## config.mk

```make
export PLATFORM = sky130hd
export DESIGN_NAME = window_feeder
export DESIGN_NICKNAME = d
export VERILOG_FILES = /design/src/rtl/window_feeder_pkg.sv /design/src/rtl/window_addr_gen.sv /design/src/rtl/window_feeder.sv
export SDC_FILE = /design/constraint.sdc
export NUM_CORES = 1
export LEC_CHECK = 0
export CAP_MARGIN = 20
export CORE_AREA = 2 2 94 96
export DETAILED_ROUTE_END_ITERATION = 6
export DIE_AREA = 0 0 96 98
export DONT_BUFFER_PORTS = 1
export PLACE_DENSITY = 0.59
export SLEW_MARGIN = 20
export SYNTH_ARGS = -nofsm -noshare
export SYNTH_HDL_FRONTEND = slang
export SYNTH_SLANG_ARGS = --single-unit
```

## constraint.sdc

```tcl
create_clock -name clk -period 2.1 [get_ports clk]
set_input_delay 0.21 -clock clk [delete_from_list [all_inputs] [get_ports clk]]
set_output_delay 0.21 -clock clk [all_outputs]
set_load 0.005 [all_outputs]
```

## src/rtl/window_feeder_pkg.sv

```systemverilog
// Shared definitions for the window feeder slice.
//   pixel_t   : default-width pixel (BRAM data word)
//   state_t   : feeder FSM state encoding
//   BAND_ROWS : number of image rows streamed per band (window height)
package window_feeder_pkg;

    localparam int DEFAULT_BIT_DEPTH = 8;
    localparam int BAND_ROWS         = 3;

    typedef logic [DEFAULT_BIT_DEPTH-1:0] pixel_t;

    typedef enum logic [2:0] {
        S_IDLE = 3'd0,
        S_R0   = 3'd1,
        S_R1   = 3'd2,
        S_R2   = 3'd3,
        S_LAT  = 3'd4,
        S_PUSH = 3'd5
    } state_t;

endpackage

```

## src/rtl/window_addr_gen.sv

```systemverilog
// Band/column counters and BRAM address generation for the window feeder.
//   clear    : restart the scan at row 0, column 0
//   advance  : one column was pushed; step column, or move to the next band
//   row_sel  : which band row (0..2) the current read targets
//   addr     : base + row_sel*IMG_W + col, base tracks top*IMG_W
//   top, col : current band top row and column
//   band_end : current column is the last one of the band
//   last     : current band is the final band of the image
module window_addr_gen
    import window_feeder_pkg::*;
#(
    parameter int IMG_W  = 8,
    parameter int IMG_H  = 8,
    parameter int ADDR_W = 6
) (
    input  logic              clk,
    input  logic              rst,
    input  logic              clear,
    input  logic              advance,
    input  logic [1:0]        row_sel,
    output logic [ADDR_W-1:0] addr,
    output logic [ADDR_W-1:0] top,
    output logic [ADDR_W-1:0] col,
    output logic              band_end,
    output logic              last
);

    localparam logic [ADDR_W-1:0] ROW_STEP  = ADDR_W'(IMG_W);
    localparam logic [ADDR_W-1:0] ROW_STEP2 = ADDR_W'(2 * IMG_W);
    localparam logic [ADDR_W-1:0] COL_LAST  = ADDR_W'(IMG_W - 1);
    localparam logic [ADDR_W-1:0] TOP_LAST  = ADDR_W'(IMG_H - BAND_ROWS);
    localparam logic [ADDR_W-1:0] ONE       = ADDR_W'(1);

    // base always equals top*IMG_W; kept as a running sum so no multiplier
    logic [ADDR_W-1:0] base;
    logic [ADDR_W-1:0] row_off;

    assign band_end = (col == COL_LAST);
    assign last     = (top == TOP_LAST);

    always_comb begin
        row_off = '0;
        case (row_sel)
            2'd1:    row_off = ROW_STEP;
            2'd2:    row_off = ROW_STEP2;
            default: row_off = '0;
        endcase
    end

    assign addr = base + row_off + col;

    always_ff @(posedge clk or posedge rst) begin
        if (rst) begin
            top  <= '0;
            col  <= '0;
            base <= '0;
        end else if (clear) begin
            top  <= '0;
            col  <= '0;
            base <= '0;
        end else if (advance) begin
            if (!band_end) begin
                col <= col + ONE;
            end else if (!last) begin
                col  <= '0;
                top  <= top + ONE;
                base <= base + ROW_STEP;
            end
        end
    end

endmodule

```

## src/rtl/window_feeder.sv

```systemverilog
// Reads an image from a 1-cycle-latency single-port BRAM and streams each
// 3-row band column by column into a 3x3 window register.
//   start/busy/done      : scan control (start pulse, busy level, done pulse)
//   bram_rd_en/addr/dout : BRAM read port, data valid one cycle after rd_en
//   win_ready/wr_en      : column handshake to the window register
//   in1..in3             : band rows top, top+1, top+2 of the pushed column
//   win_valid/row/col    : window holds a full 3x3 whose newest column is
//                          win_col and whose top row is win_row
//   state_dbg            : current FSM state
//
// Handshake: a column transfers on every cycle where wr_en and win_ready are
// both high. wr_en is raised only in PUSH and follows win_ready there; while
// win_ready is low the FSM waits in PUSH with in1..in3 held and no BRAM read.
module window_feeder
    import window_feeder_pkg::*;
#(
    parameter int BIT_DEPTH = 8,
    parameter int IMG_W     = 8,
    parameter int IMG_H     = 8,
    parameter int ADDR_W    = 6
) (
    input  logic                 clk,
    input  logic                 rst,
    input  logic                 start,
    output logic                 busy,
    output logic                 done,
    output logic                 bram_rd_en,
    output logic [ADDR_W-1:0]    bram_addr,
    input  logic [BIT_DEPTH-1:0] bram_dout,
    input  logic                 win_ready,
    output logic                 wr_en,
    output logic [BIT_DEPTH-1:0] in1,
    output logic [BIT_DEPTH-1:0] in2,
    output logic [BIT_DEPTH-1:0] in3,
    output logic                 win_valid,
    output logic [ADDR_W-1:0]    win_row,
    output logic [ADDR_W-1:0]    win_col,
    output state_t               state_dbg
);

    if (IMG_W < BAND_ROWS || IMG_H < BAND_ROWS) begin : g_bad_size
        $error("window_feeder: IMG_W and IMG_H must both be at least 3");
    end
    if ((IMG_W * IMG_H) > (1 << ADDR_W)) begin : g_bad_addr
        $error("window_feeder: ADDR_W too small for IMG_W*IMG_H");
    end

    localparam logic [ADDR_W-1:0] COL_FULL = ADDR_W'(BAND_ROWS - 1);

    state_t            state;
    logic [1:0]        row_sel;
    logic              clear;
    logic              advance;
    logic              band_end;
    logic              last;
    logic [ADDR_W-1:0] gen_addr;
    logic [ADDR_W-1:0] top;
    logic [ADDR_W-1:0] col;
    logic [ADDR_W-1:0] addr_hold;

    always_comb begin
        row_sel = 2'd0;
        case (state)
            S_R1:    row_sel = 2'd1;
            S_R2:    row_sel = 2'd2;
            default: row_sel = 2'd0;
        endcase
    end

    assign clear      = (state == S_IDLE) && start;
    assign wr_en      = (state == S_PUSH) && win_ready;
    assign advance    = wr_en;
    assign bram_rd_en = state inside {S_R0, S_R1, S_R2};
    // Address only moves while reading; otherwise the last read address stays
    assign bram_addr  = bram_rd_en ? gen_addr : addr_hold;
    assign state_dbg  = state;

    window_addr_gen #(
        .IMG_W  (IMG_W),
        .IMG_H  (IMG_H),
        .ADDR_W (ADDR_W)
    ) u_addr_gen (
        .clk      (clk),
        .rst      (rst),
        .clear    (clear),
        .advance  (advance),
        .row_sel  (row_sel),
        .addr     (gen_addr),
        .top      (top),
        .col      (col),
        .band_end (band_end),
        .last     (last)
    );

    always_ff @(posedge clk or posedge rst) begin
        if (rst) begin
            state     <= S_IDLE;
            busy      <= 1'b0;
            done      <= 1'b0;
            in1       <= '0;
            in2       <= '0;
            in3       <= '0;
            win_valid <= 1'b0;
            win_row   <= '0;
            win_col   <= '0;
            addr_hold <= '0;
        end else begin
            done      <= 1'b0;
            win_valid <= 1'b0;
            if (bram_rd_en) begin
                addr_hold <= gen_addr;
            end
            case (state)
                S_IDLE: begin
                    if (start) begin
                        state <= S_R0;
                        busy  <= 1'b1;
                    end
                end
                S_R0: state <= S_R1;
                // Each latch captures the read issued in the previous state
                S_R1: begin
                    in1   <= bram_dout;
                    state <= S_R2;
                end
                S_R2: begin
                    in2   <= bram_dout;
                    state <= S_LAT;
                end
                S_LAT: begin
                    in3   <= bram_dout;
                    state <= S_PUSH;
                end
                S_PUSH: begin
                    if (win_ready) begin
                        // Columns 0 and 1 of a band only prime the window
                        if (col >= COL_FULL) begin
                            win_valid <= 1'b1;
                            win_row   <= top;
                            win_col   <= col;
                        end
                        if (band_end && last) begin
                            state <= S_IDLE;
                            busy  <= 1'b0;
                            done  <= 1'b1;
                        end else begin
                            state <= S_R0;
                        end
                    end
                end
                default: state <= S_IDLE;
            endcase
        end
    end

endmodule

```

Yosys cells after proc, flatten, opt, wreduce, memory -nomap -nowiden
Index checks and enable logic that the tools add are counted.
{"block": "word_totals", "ff_bits": 66, "input_bits": 12, "word_cells": 75}
{"block": "op_classes", "n_addsub": 5, "order_cmp": 1, "n_eq_ne": 14, "n_mux": 29, "reduce_logical": 13}
{"operator": "$mux W6", "n": 13}
{"operator": "$pmux W3 S6", "n": 1}
{"operator": "$add A6 B1 Y6 const B", "n": 2}
{"operator": "$eq A6 B3 Y1 const B", "n": 2}
{"operator": "$mux W1", "n": 10}
{"operator": "$pmux W5 S2", "n": 1}
{"operator": "$add A6 B4 Y6 const B", "n": 1}
{"operator": "$add A6 B5 Y6", "n": 1}
{"operator": "$add A6 B6 Y6", "n": 1}
{"operator": "$eq A3 B2 Y1 const B", "n": 2}
{"operator": "$eq A3 B3 Y1 const B", "n": 2}
{"operator": "$ge A6 B2 Y1 const B", "n": 1}
{"operator": "$mux W3", "n": 2}
{"operator": "$ne A2 B2 Y1 const B", "n": 3}
{"operator": "$reduce_and A3 Y1", "n": 2}
{"operator": "$reduce_bool A2 Y1", "n": 3}
{"operator": "$pmux W2 S2", "n": 1}
{"operator": "$reduce_and A2 Y1", "n": 2}
{"operator": "$reduce_and A4 Y1", "n": 1}
{"operator": "$eq A3 B1 Y1 const B", "n": 1}
{"operator": "$logic_and A1 B1 Y1", "n": 3}
{"operator": "$logic_not A3 Y1", "n": 1}
{"operator": "$ne A3 B3 Y1 const B", "n": 1}
{"operator": "$reduce_bool A3 Y1", "n": 1}
{"operator": "other kinds (4)", "n": 4}

Depth between registers and ports, before layout
Gate-level depths: netlist of run 1.
{"block": "logic_depth", "ltp_word": 7, "ltp_mapped": 9}

By module
A second synthesis of run 1 with hierarchy kept.
{"block": "hier_totals", "hier_cells": 225, "hier_area_um2": 2872.8}
{"module": "window_feeder", "instances": 1, "cells_each": 119, "area_per_inst_um2": 1866.8, "seq_area_each_um2": 1201.2}
{"module": "window_addr_gen", "instances": 1, "cells_each": 106, "area_per_inst_um2": 1006.0, "seq_area_each_um2": 375.4}

Worst setup path after synthesis of run 1
OpenSTA, ideal clock, no wires.
{"block": "synth_path", "path_type": "register -> output", "start": "reg state[2] (netlist: state_dbg[2])", "end": "out bram_addr[5]", "t_arrival_ns": 2.186, "required_ns": 1.890, "setup_slack_ns": -0.296, "path_stages_with_launch": 10, "cell_sequence": "dfrtp_1 -> clkbuf_1 -> nor3b_2 -> inv_1 -> fa_1 -> inv_1 -> ha_1 -> a31oi_1 -> xor2_1 -> o21ai_0"}
{"block": "synth_between", "elab_chain_len": 7, "word_cells_on_any_way": 11}
{"item": "start, declared", "line_no": "window_feeder.sv:50", "source": "state_t state;"}
{"item": "start signal, assigned", "line_no": "window_feeder.sv:97", "source": "state <= S_IDLE;"}
{"item": "start signal, assigned", "line_no": "window_feeder.sv:116", "source": "state <= S_R0;"}
{"item": "start signal, assigned", "line_no": "window_feeder.sv:120", "source": "S_R0: state <= S_R1;"}
{"item": "$eq A3 B2 Y1", "line_no": "window_feeder.sv:63, window_feeder.sv:73"}
{"item": "$pmux W2 S2", "line_no": "window_feeder.sv:63", "source": "case (state)"}
{"item": "$eq A2 B2 Y1 or $eq A2 B1 Y1 (tied branches)", "line_no": "window_addr_gen.sv:43", "source": "case (row_sel)"}
{"item": "$pmux W5 S2", "line_no": "window_addr_gen.sv:43"}
{"item": "$add A6 B5 Y6", "line_no": "window_addr_gen.sv:50", "source": "assign addr = base + row_off + col;"}
{"item": "$add A6 B6 Y6", "line_no": "window_addr_gen.sv:50"}
{"item": "$mux W6 (*)"}
{"item": "end, declared", "line_no": "window_feeder.sv:28", "source": "output logic [ADDR_W-1:0] bram_addr,"}
Every way passes the cells marked *; elsewhere a longest branch is shown, timed or not.

Worst setup path after layout of run 1
Same ends and word-level chain as after synthesis.

==> summary.txt, run 1 <==
wire length per cell: 16.2 um
pin count of the biggest net entering global routing: 64
pre-CTS WS: 141 ps
Top FF cell, synth: dfrtp_1
top cell type's share of synthesized area: 0.549
r2r endpoint: busy
row count: 34
Die Wd: 96 um
crit path to: bram_addr[5]
Pre-Repair DR Iteration Count: 4
worst path cell trace: nand3b_1, fa_1, inv_2, ha_4, a31oi_4, xor2_1, o21ai_2
Post-DRT Antenna Nets: 0
clk_skew: 5.35 ps
Placeable Area: 0.00847 mm2
placed instance area: 0.00309 mm2
Root Buffer: clkbuf_8
PwrDens: 1160 mW/mm2
DR vias: 1857
Total GRT Usage: 0.137
first-pass GRT wire length: 9700 um
most common cell after layout, fill and taps aside: dfrtp_1
highest routed metal layer: met4
failing checks: negative setup slack
Max-Cap Viols: 0
setup TNS: -261 ps
flop2flop setup slack: 230 ps
final worst-path cycle share: 1.07
status: complete, but fails checks
initial antenna violation count: 0
Die Area: 0.00941 mm2
# fillers: 804
WL final: 6110 um
dominant cell type by area after synthesis: dfrtp_1
Cell Area, Synth: 0.00287 mm2
nets: 287
sequential cell area: 0.00158 mm2
Leak: 1.54 nW
sequential fraction of the synthesis area: 0.549
wire length on met1: 2600 um
Hold Path Class: in -> reg
CTS Buf Count: 9
vias in the first global route: 1882
final setup vio count: 3
cells after synthesis: 236
layout cells sized above 1: 0.352
Placer Congestion: 0.750
Setup crit end kind: output port
library cells used by synthesis: 44
Multi-input gate area: 0.00126 mm2
number of synthesized register bits: 63
Routed met3 length: 360 um
CP max stage delay: 510 ps
Initial Util: 0.339
Reg2Reg Depth: 6
most frequent cells in the layout: 62 x dfrtp_1, 35 x mux2_2, 22 x nand2_1
Area Growth Syn to Fin: 19.4%
CTS Buffer Depth: 2
post-layout util: 0.405
CTS clk-pin slew, worst paths: 70 ps
vias per cell: 4.91
Worst IR Drop VDD: 0.000456 V
GR Overflow Total: 0
Critical Path Source Type: flop
Power, Total: 0.00398 W
worst-path fanout max: 2
num ports: 62
final critical-path required period: 2240 ps
critical path startpoint: state_dbg[2]
slowest CP cell: fa_1
Final Cell Area: 0.00343 mm2
CTS tree: done
EDFF count, synth: 0
Syn Nets: 258
Achievable Freq: 446 MHz
Worst Slack Setup Final: -141 ps
H-tree Lvls: 3
Setup CP Type: reg -> out
DRC viols: 0
yosys synthesis warning count: 0
Worst-Skew Late Latency: 340 ps
Initial DRC Count: 51
post-DP HPWL: 4210 um
Post-Syn Area per Cell: 12.2 um2
R2R Path Start: u_addr_gen.top[1]
unrepaired setup endpoints after global routing: yes
routed length on met2: 3050 um
Critical Path AT: 2030 ps
max-slew violations: 0
n_diodes: 0
Fin. Hold Viols: 0
synth top area cells: dfrtp_1 55%, mux2_2 14%, ha_1 3.5%, nand2_1 2.9%, inv_1 2.0%
Port Buffers: 0
Die Ht: 98 um
CP required: 1890 ps
Clock Sinks: 63
Async S/R FF share, synth: 1.00
-- synth_stat cells (3+ instances only) --
cell	number
nand2_1	22
mux2_2	35
o211ai_1	4
xor2_1	3
inv_1	15
ha_1	8
a31oi_1	3
nand3_1	6
dfrtp_1	63
nor2_1	8
or3_1	3
xnor2_1	4
o21ai_0	10
mux2i_1	3
a21oi_1	6
buf_2	5
-- repair_timing --
item | in CTS | in global routing
hold endpoints to repair | 64 | 7
pin swaps | 5 | 6
endpoints found under the setup margin | 3 | 3
resized for setup | 5 | 8
gates cloned | 0 | 0
buffers inserted | 2 | 3
hold buffers | 2 | 5
-- through the flow --
| stage | std cells | hold slack (ps) |
|---|---|---|
| after floorplan | 236 | 312 |
| after detailed placement | 350 | 196 |
| after global routing | 378 | 2.54 |
| after global placement | 350 | 190 |
| after CTS | 370 | 1.62 |
| final | 378 | 16.1 |
-- report_power, final --
group / switching (W) / internal [W]
registers: 0.000273 / 0.00158
clock network: 0.000482 / 0.000453
logic: 0.000588 / 0.000597
total: 0.00134 / 0.00263
-- per-layer routing --
metal,vias up,track usage
met1,929,0.174
li1,879,-
met3,9,0.0548
met4,0,0.0505
met2,40,0.210
met5,-,0
-- flip-flops by register name (all words and copies together) (netlist names), 6 cells and up --
name / flops
in3: 8
win_row: 6
win_col: 6
in1: 8
u_addr_gen.top: 6
addr_hold: 6
u_addr_gen.col: 6
in2: 8
-- cells by family after synthesis --
| kind of cell | count (synthesis) | share of synthesized area |
|---|---|---|
| AOI/OAI and AO/OA | 31 | 0.0667 |
| xor gates and xnor gates | 7 | 0.0214 |
| adders and majority gates | 10 | 0.0488 |
| buffers and inverters | 23 | 0.0327 |
| DFF | 63 | 0.549 |
| muxes | 38 | 0.148 |
| other | 1 | 0.00131 |
| and+or+nand+nor | 63 | 0.132 |
-- how the worst min path moves through the flow --
| stage | startpoint | endpoint | slack [ps] | cells past startpoint |
|---|---|---|---|---|
| finish | bram_dout[1] | in2[1] | 20 | 1 |
| global route | bram_dout[2] | in1[2] | 3 | 1 |
| CTS | bram_dout[2] | in2[2] | 2 | 1 |
| detailed placement | rst | win_row[2] | 200 | 2 |
| global placement | rst | in2[2] | 190 | 2 |
| floorplan | win_ready | state_dbg[0] | 310 | 1 |
-- critical path, delay by kind of cell (launching register included) --
family,cells,cell delay (ps)
AND/OR/NAND/NOR,1,200
AO/OA/AOI/OAI,2,230
flip-flops,1,380
XOR/XNOR,1,190
adder cells (fa/ha/maj),2,660
buffers and inverters,1,40
-- cell type report --
cell class | count | area share
flip-flops and latches | 63 | 0.460
multi-input cells | 150 | 0.368
inverters | 16 | 0.0179
well taps | 108 | 0.0394
repair buffers | 25 | 0.0635
clock inverters | 6 | 0.0106
clock buffers | 10 | 0.0401
Power figures use the tool's default switching activity.
==> run 2: changes to the inputs <==
Settings changed: PLACE_DENSITY 0.59 to 0.57.
Clock period 2.1 ns to 2.45 ns, I/O delays scaled along.
==> summary.txt, run 2 (synthesized netlist as in run 1, its figures left out) <==
status: completed
sequential cell area: 0.00158 mm2 (about the same)
Hold Path Cell Cnt: 1 (unchanged)
post-DP HPWL: 4400 um (+4.5%)
initial antenna violation count: 0 (unchanged)
Worst IR Drop VDD: 0.000385 V (-16%)
Worst Slack Setup Final: 49.5 ps (+191 ps)
share of power burned in registers: 0.450 (-0.017)
DR vias: 1835 (-1.2%)
CTS clk-pin slew, worst paths: 80 ps (about the same)
Placer Congestion: 0.823 (+9.8%)
Reg2Reg Depth: 6 (unchanged)
Leak: 1.51 nW (-1.7%)
GR Overflow Total: 0 (unchanged)
Final Cell Area: 0.00340 mm2 (-0.88%)
Die Wd: 96 um (unchanged)
final critical-path required period: 2400 ps
Worst path depth: 9 (+2)
slowest CP cell: dfrtp_1
Initial DRC Count: 40 (-22%)
most frequent cells in the layout: 61 x dfrtp_1, 35 x mux2_2, 22 x nand2_1
worst path cell trace: buf_6, nor3b_4, inv_2, fa_2, inv_2, ha_4, xnor2_2, o21ai_2, buf_4
vias in the first global route: 1932 (+2.7%)
fin cells: 372 (-1.6%)
Clock Sinks: 63 (unchanged)
nets: 281 (-2.1%)
launch point of the worst hold path: bram_dout[1]
n_diodes: 0 (unchanged)
Post-DRT Antenna Nets: 0 (unchanged)
placed instance area: 0.00306 mm2 (-1.0%)
layout cells sized above 1: 0.352 (+0.000421)
met1 usage: 0.170 (-0.00322)
Clock Power Share: 0.276 (+0.041)
first-pass GRT wire length: 9870 um (+1.8%)
wire length per cell: 17.0 um (+5.3%)
Placed Cells: 349 (-0.29%)
CTS Buf Count: 9 (unchanged)
Placeable Area: 0.00847 mm2 (unchanged)
pin count of the biggest net entering global routing: 33 (-48%)
Critical Path AT: 2160 ps (+130 ps)
CTS tree: done
Fin. Hold Viols: 0 (unchanged)
Multi-input gate area: 0.00126 mm2 (-0.30%)
Total GRT Usage: 0.140 (+0.00294)
Achievable Freq: 417 MHz
most used cell, CP: inv_2
GR Util met2: 0.222 (+0.0123)
CP max stage delay: 410 ps (-100 ps)
row count: 34 (unchanged)
Port Buffers: 0 (unchanged)
Max-Cap Viols: 0 (unchanged)
unrepaired setup endpoints after global routing: yes
met3 Use GR: 0.0509 (-0.00386)
R2R Path Start: u_addr_gen.top[1]
DRC viols: 0 (unchanged)
Die Ht: 98 um (unchanged)
switching pwr: 0.00116 W (-13%)
combinational power share: 0.275 (-0.023)
max-slew violations: 0 (unchanged)
H-tree Lvls: 3 (unchanged)
Setup CP Type: reg -> out
CTS Buffer Depth: 2 (unchanged)
PwrDens: 1060 mW/mm2 (-8.4%)
CP bufs+invs: 4 (+3)
# fillers: 824 (+2.5%)
Critical Path Source Type: flop
pre-CTS WS: 223 ps (+82.3 ps)
Hold Path Class: in -> reg
Die Area: 0.00941 mm2 (unchanged)
clk_skew: 13.8 ps (+8.49 ps)
Pre-Repair DR Iteration Count: 4 (unchanged)
P_int: 0.00245 W (-7.1%)
Top Family by Delay on Critical Path: adder cells
Worst-Skew Late Latency: 350 ps (about the same)
vias per cell: 4.93 (+0.41%)
CP required: 2200 ps (+310 ps)
critical path startpoint: state_dbg[2]
most common cell after layout, fill and taps aside: dfrtp_1
Setup crit end kind: output port
num ports: 62 (unchanged)
final worst-path cycle share: 0.980
worst-path fanout max: 6 (+4)
GRT Max-Usage Layer: met2
Area Growth Syn to Fin: 18.4%
final setup vio count: 0 (-3)
WL final: 6330 um (+3.6%)
Initial Util: 0.339 (unchanged)
Worst slew margin: 0.667
Net Sw Frac: 0.322 (-0.0154)
Root Buffer: clkbuf_8
Slew @ Worst Pin: 497 ps
top flop regs: in1: 8 flops, in2: 8 flops, in3: 8 flops
## run 2: stage by stage
step	setup TNS (ps)	hold WS, ps	util	power, W
2_1_floorplan	0	347	-	0.00224
3_3_place_gp	0	52.0	0.362	0.00251
3_5_place_dp	0	59.5	0.362	0.00255
4_1_cts	0	32.3	0.396	0.00362
5_1_grt	-95.5	28.6	0.401	0.00385
6_report	0	44.5	0.401	0.00361
## run 2: final cells by class
type,instances,share of cell area
Sequential cell,63,0.465
Tap cell,108,0.0398
Timing Repair Buffer,19,0.0446
Multi-Input combinational cell,150,0.370
Clock inverter,6,0.0250
Clock buffer,10,0.0376
Inverter,16,0.0180
## run 2: final timing paths
kind	slack [ps]	to
min in group asynchronous	250	win_row[5]
min	40	in2[1]
max reg2reg	420	busy
min reg2reg	490	addr_hold[4]
max	50	bram_addr[4]
max in group asynchronous	1500	state_dbg[1]
## run 2: worst register-to-register path, cell delays in order, from the launching register on
cell     delay (ps)
dfrtp_1         440
inv_1            80
ha_1            150
or4b_4          490
nor4_4          450
and2_2          230
o21ai_1          50
## run 2: repair_timing
item | in CTS | in global routing
hold buffers | 2 | 0
gates resized for setup | 9 | 8
setup endpoints to repair | 2 | 3
hold endpoints to repair | 8 | 0
pin swaps | 3 | 4
buffers inserted | 3 | 2
gates cloned | 0 | 0
## run 2: per-layer routing
layer / share of wire / up-vias
li1: - / 863
met1: 0.42 / 929
met2: 0.50 / 35
met3: 0.065 / 8
met4: 0.015 / 0
met5: 0 / -
## run 2: power groups by stage
stage	sequential [W]	combinational (W)	clock [W]
floorplan	0.00154	0.000700	0
global placement	0.00163	0.000878	0
detailed placement	0.00164	0.000904	0
CTS	0.00163	0.000969	0.00102
global route	0.00167	0.00110	0.00108
finish	0.00162	0.000992	0.000995
==> run 3: changes to the inputs <==
Settings changed: GPL_ROUTABILITY_DRIVEN from default to 0, PLACE_DENSITY 0.57 to 0.59.
Clock period 2.45 ns to 2 ns, I/O delays scaled along.
==> summary.txt, run 3 (synthesized netlist as in run 1, its figures left out) <==
DRC viols: 0 (unchanged)
Pre-Repair DR Iteration Count: 4 (unchanged)
Worst Slack Setup Final: -225 ps (-275 ps)
nets: 292 (+3.9%)
DR vias: 1925 (+4.9%)
CP max stage delay: 490 ps (+80 ps)
Root Buffer: clkbuf_8
layout cells sized above 1: 0.338 (-0.0141)
Setup crit end kind: output port
post-DP HPWL: 4390 um (-0.34%)
final worst-path cycle share: 1.11
unrepaired setup endpoints after global routing: yes
Clock Sinks: 63 (unchanged)
Leak: 1.57 nW (+4.0%)
n_diodes: 0 (unchanged)
Fin. Hold Viols: 0 (unchanged)
Critical Path AT: 2030 ps (-130 ps)
post-layout util: 0.413 (+0.0111)
vias per cell: 5.03 (+1.9%)
clk_skew: 12.3 ps (-1.55 ps)
Slew @ Worst Pin: 523 ps (+25.1 ps)
final critical-path required period: 2230 ps
most frequent cells in the layout: 63 x dfrtp_1, 35 x mux2_2, 22 x nand2_1
Initial Util: 0.339 (unchanged)
Worst slew margin: 0.651 (-0.0160)
GR Overflow Total: 0 (unchanged)
CTS clk-pin slew, worst paths: 70 ps (about the same)
critical path startpoint: state_dbg[2]
Hold Path Class: in -> reg
worst-path fanout max: 2 (-4)
Worst-Skew Late Latency: 340 ps (about the same)
most common cell after layout, fill and taps aside: dfrtp_1
row count: 34 (unchanged)
Die Ht: 98 um (unchanged)
Achievable Freq: 449 MHz
status: complete, but fails checks
Worst IR Drop VDD: 0.000480 V (+25%)
max-slew violations: 0 (unchanged)
final setup vio count: 3 (+3)
first-pass GRT wire length: 10200 um (+3.5%)
launch point of the worst hold path: bram_dout[6]
failing checks: negative setup slack
CP required: 1800 ps (-400 ps)
worst hold margin: 10.8 ps (-33.7 ps)
pre-CTS WS: 67.3 ps (-156 ps)
CTS Buf Count: 9 (unchanged)
Setup CP Type: reg -> out
CTS Buffer Depth: 2 (unchanged)
Initial DRC Count: 76 (+90%)
slowest CP cell: fa_1
Max-Cap Viols: 0 (unchanged)
wire length per cell: 16.1 um (-5.5%)
Die Area: 0.00941 mm2 (unchanged)
Post-DRT Antenna Nets: 0 (unchanged)
Placeable Area: 0.00847 mm2 (unchanged)
num ports: 62 (unchanged)
H-tree Lvls: 3 (unchanged)
CTS tree: done
Area Growth Syn to Fin: 21.7%
Critical Path Source Type: flop
WL final: 6160 um (-2.7%)
Die Wd: 96 um (unchanged)
Total GRT Usage: 0.141 (+0.00132)
PwrDens: 1240 mW/mm2 (+16%)
pin count of the biggest net entering global routing: 40 (+21%)
flop2flop setup slack: 180 ps (-240 ps)
worst path cell trace: nand3b_1, fa_1, inv_1, ha_2, a31oi_2, xor2_1, o21ai_2
R2R Path Start: state_dbg[2]
Port Buffers: 0 (unchanged)
initial antenna violation count: 0 (unchanged)
top flop regs: in1: 8 flops, in2: 8 flops, in3: 8 flops
vias in the first global route: 2007 (+3.9%)
==> run 3: changes by cell type in the layout (fill, tap and decap cells not counted), moves of 2 or more <==
cell / previous run / this run
o21ai_0: 8 / 6
o21ai_2: 2 / 4
inv_6: 0 / 3
dlygate4sd3_1: 2 / 12
dfrtp_2: 2 / 0
dfrtp_1: 61 / 63
inv_2: 4 / 2
inv_1: 11 / 13
==> run 3: layout make-up <==
| cell class | instances | area (um2) |
|---|---|---|
| Clock buffer | 9 | 124 |
| Clock inverter | 7 | 77.6 |
| Multi-Input combinational cell | 150 | 1250 |
| Fill cell | 817 | 4970 |
| Timing Repair Buffer | 30 | 268 |
| Sequential cell | 63 | 1580 |
| Inverter | 16 | 61.3 |
| Tap cell | 108 | 135 |
==> run 3: worst max-delay path: cells and delay by family (launching register included) <==
family | cells | cell delay [ps]
adder cells (fa/ha/maj) | 2 | 650
flip-flops | 1 | 380
AO/OA/AOI/OAI | 2 | 240
AND/OR/NAND/NOR | 1 | 190
XOR/XNOR | 1 | 190
buffers and inverters | 1 | 40
==> run 3: path summary, 6_finish.rpt <==
check,end,depth (start not counted)
worst min register to register,addr_hold[3],2
min in group asynchronous,in2[0],2
worst max register to register,u_addr_gen.top[4],7
worst min-delay path,in3[6],1
worst max-delay path,bram_addr[5],7
max in group asynchronous,addr_hold[0],3
==> run 3: layer usage <==
metal	wire, um	track usage
met2	3070	0.222
met4	91	0.0538
met5	0	0
met1	2590	0.174
met3	416	0.0563
==> run 3: metrics by stage <==
stage	power (W)	area, um2	cells	setup TNS [ps]
detailed placement	0.00315	3120	354	0
finish	0.00432	3490	383	-541
global placement	0.00310	3120	354	0
global route	0.00460	3490	383	-903
floorplan	0.00279	2900	236	-466
CTS	0.00433	3420	378	-612
==> run 3: where the power goes <==
| part | switching (W) | leakage, nW | internal (W) |
|---|---|---|---|
| Clock | 0.000544 | 0.101 | 0.000588 |
| Sequential | 0.000280 | 0.805 | 0.00166 |
| Combinational | 0.000629 | 0.669 | 0.000618 |
| Total | 0.00145 | 1.57 | 0.00286 |
==> run 3: repair_timing <==
item / in CTS / in global routing
hold endpoints to repair: 40 / 4
gates resized for setup: 4 / 6
endpoints found under the setup margin: 4 / 6
hold buffers: 8 / 4
pin swaps: 2 / 0
buffers inserted: 0 / 1
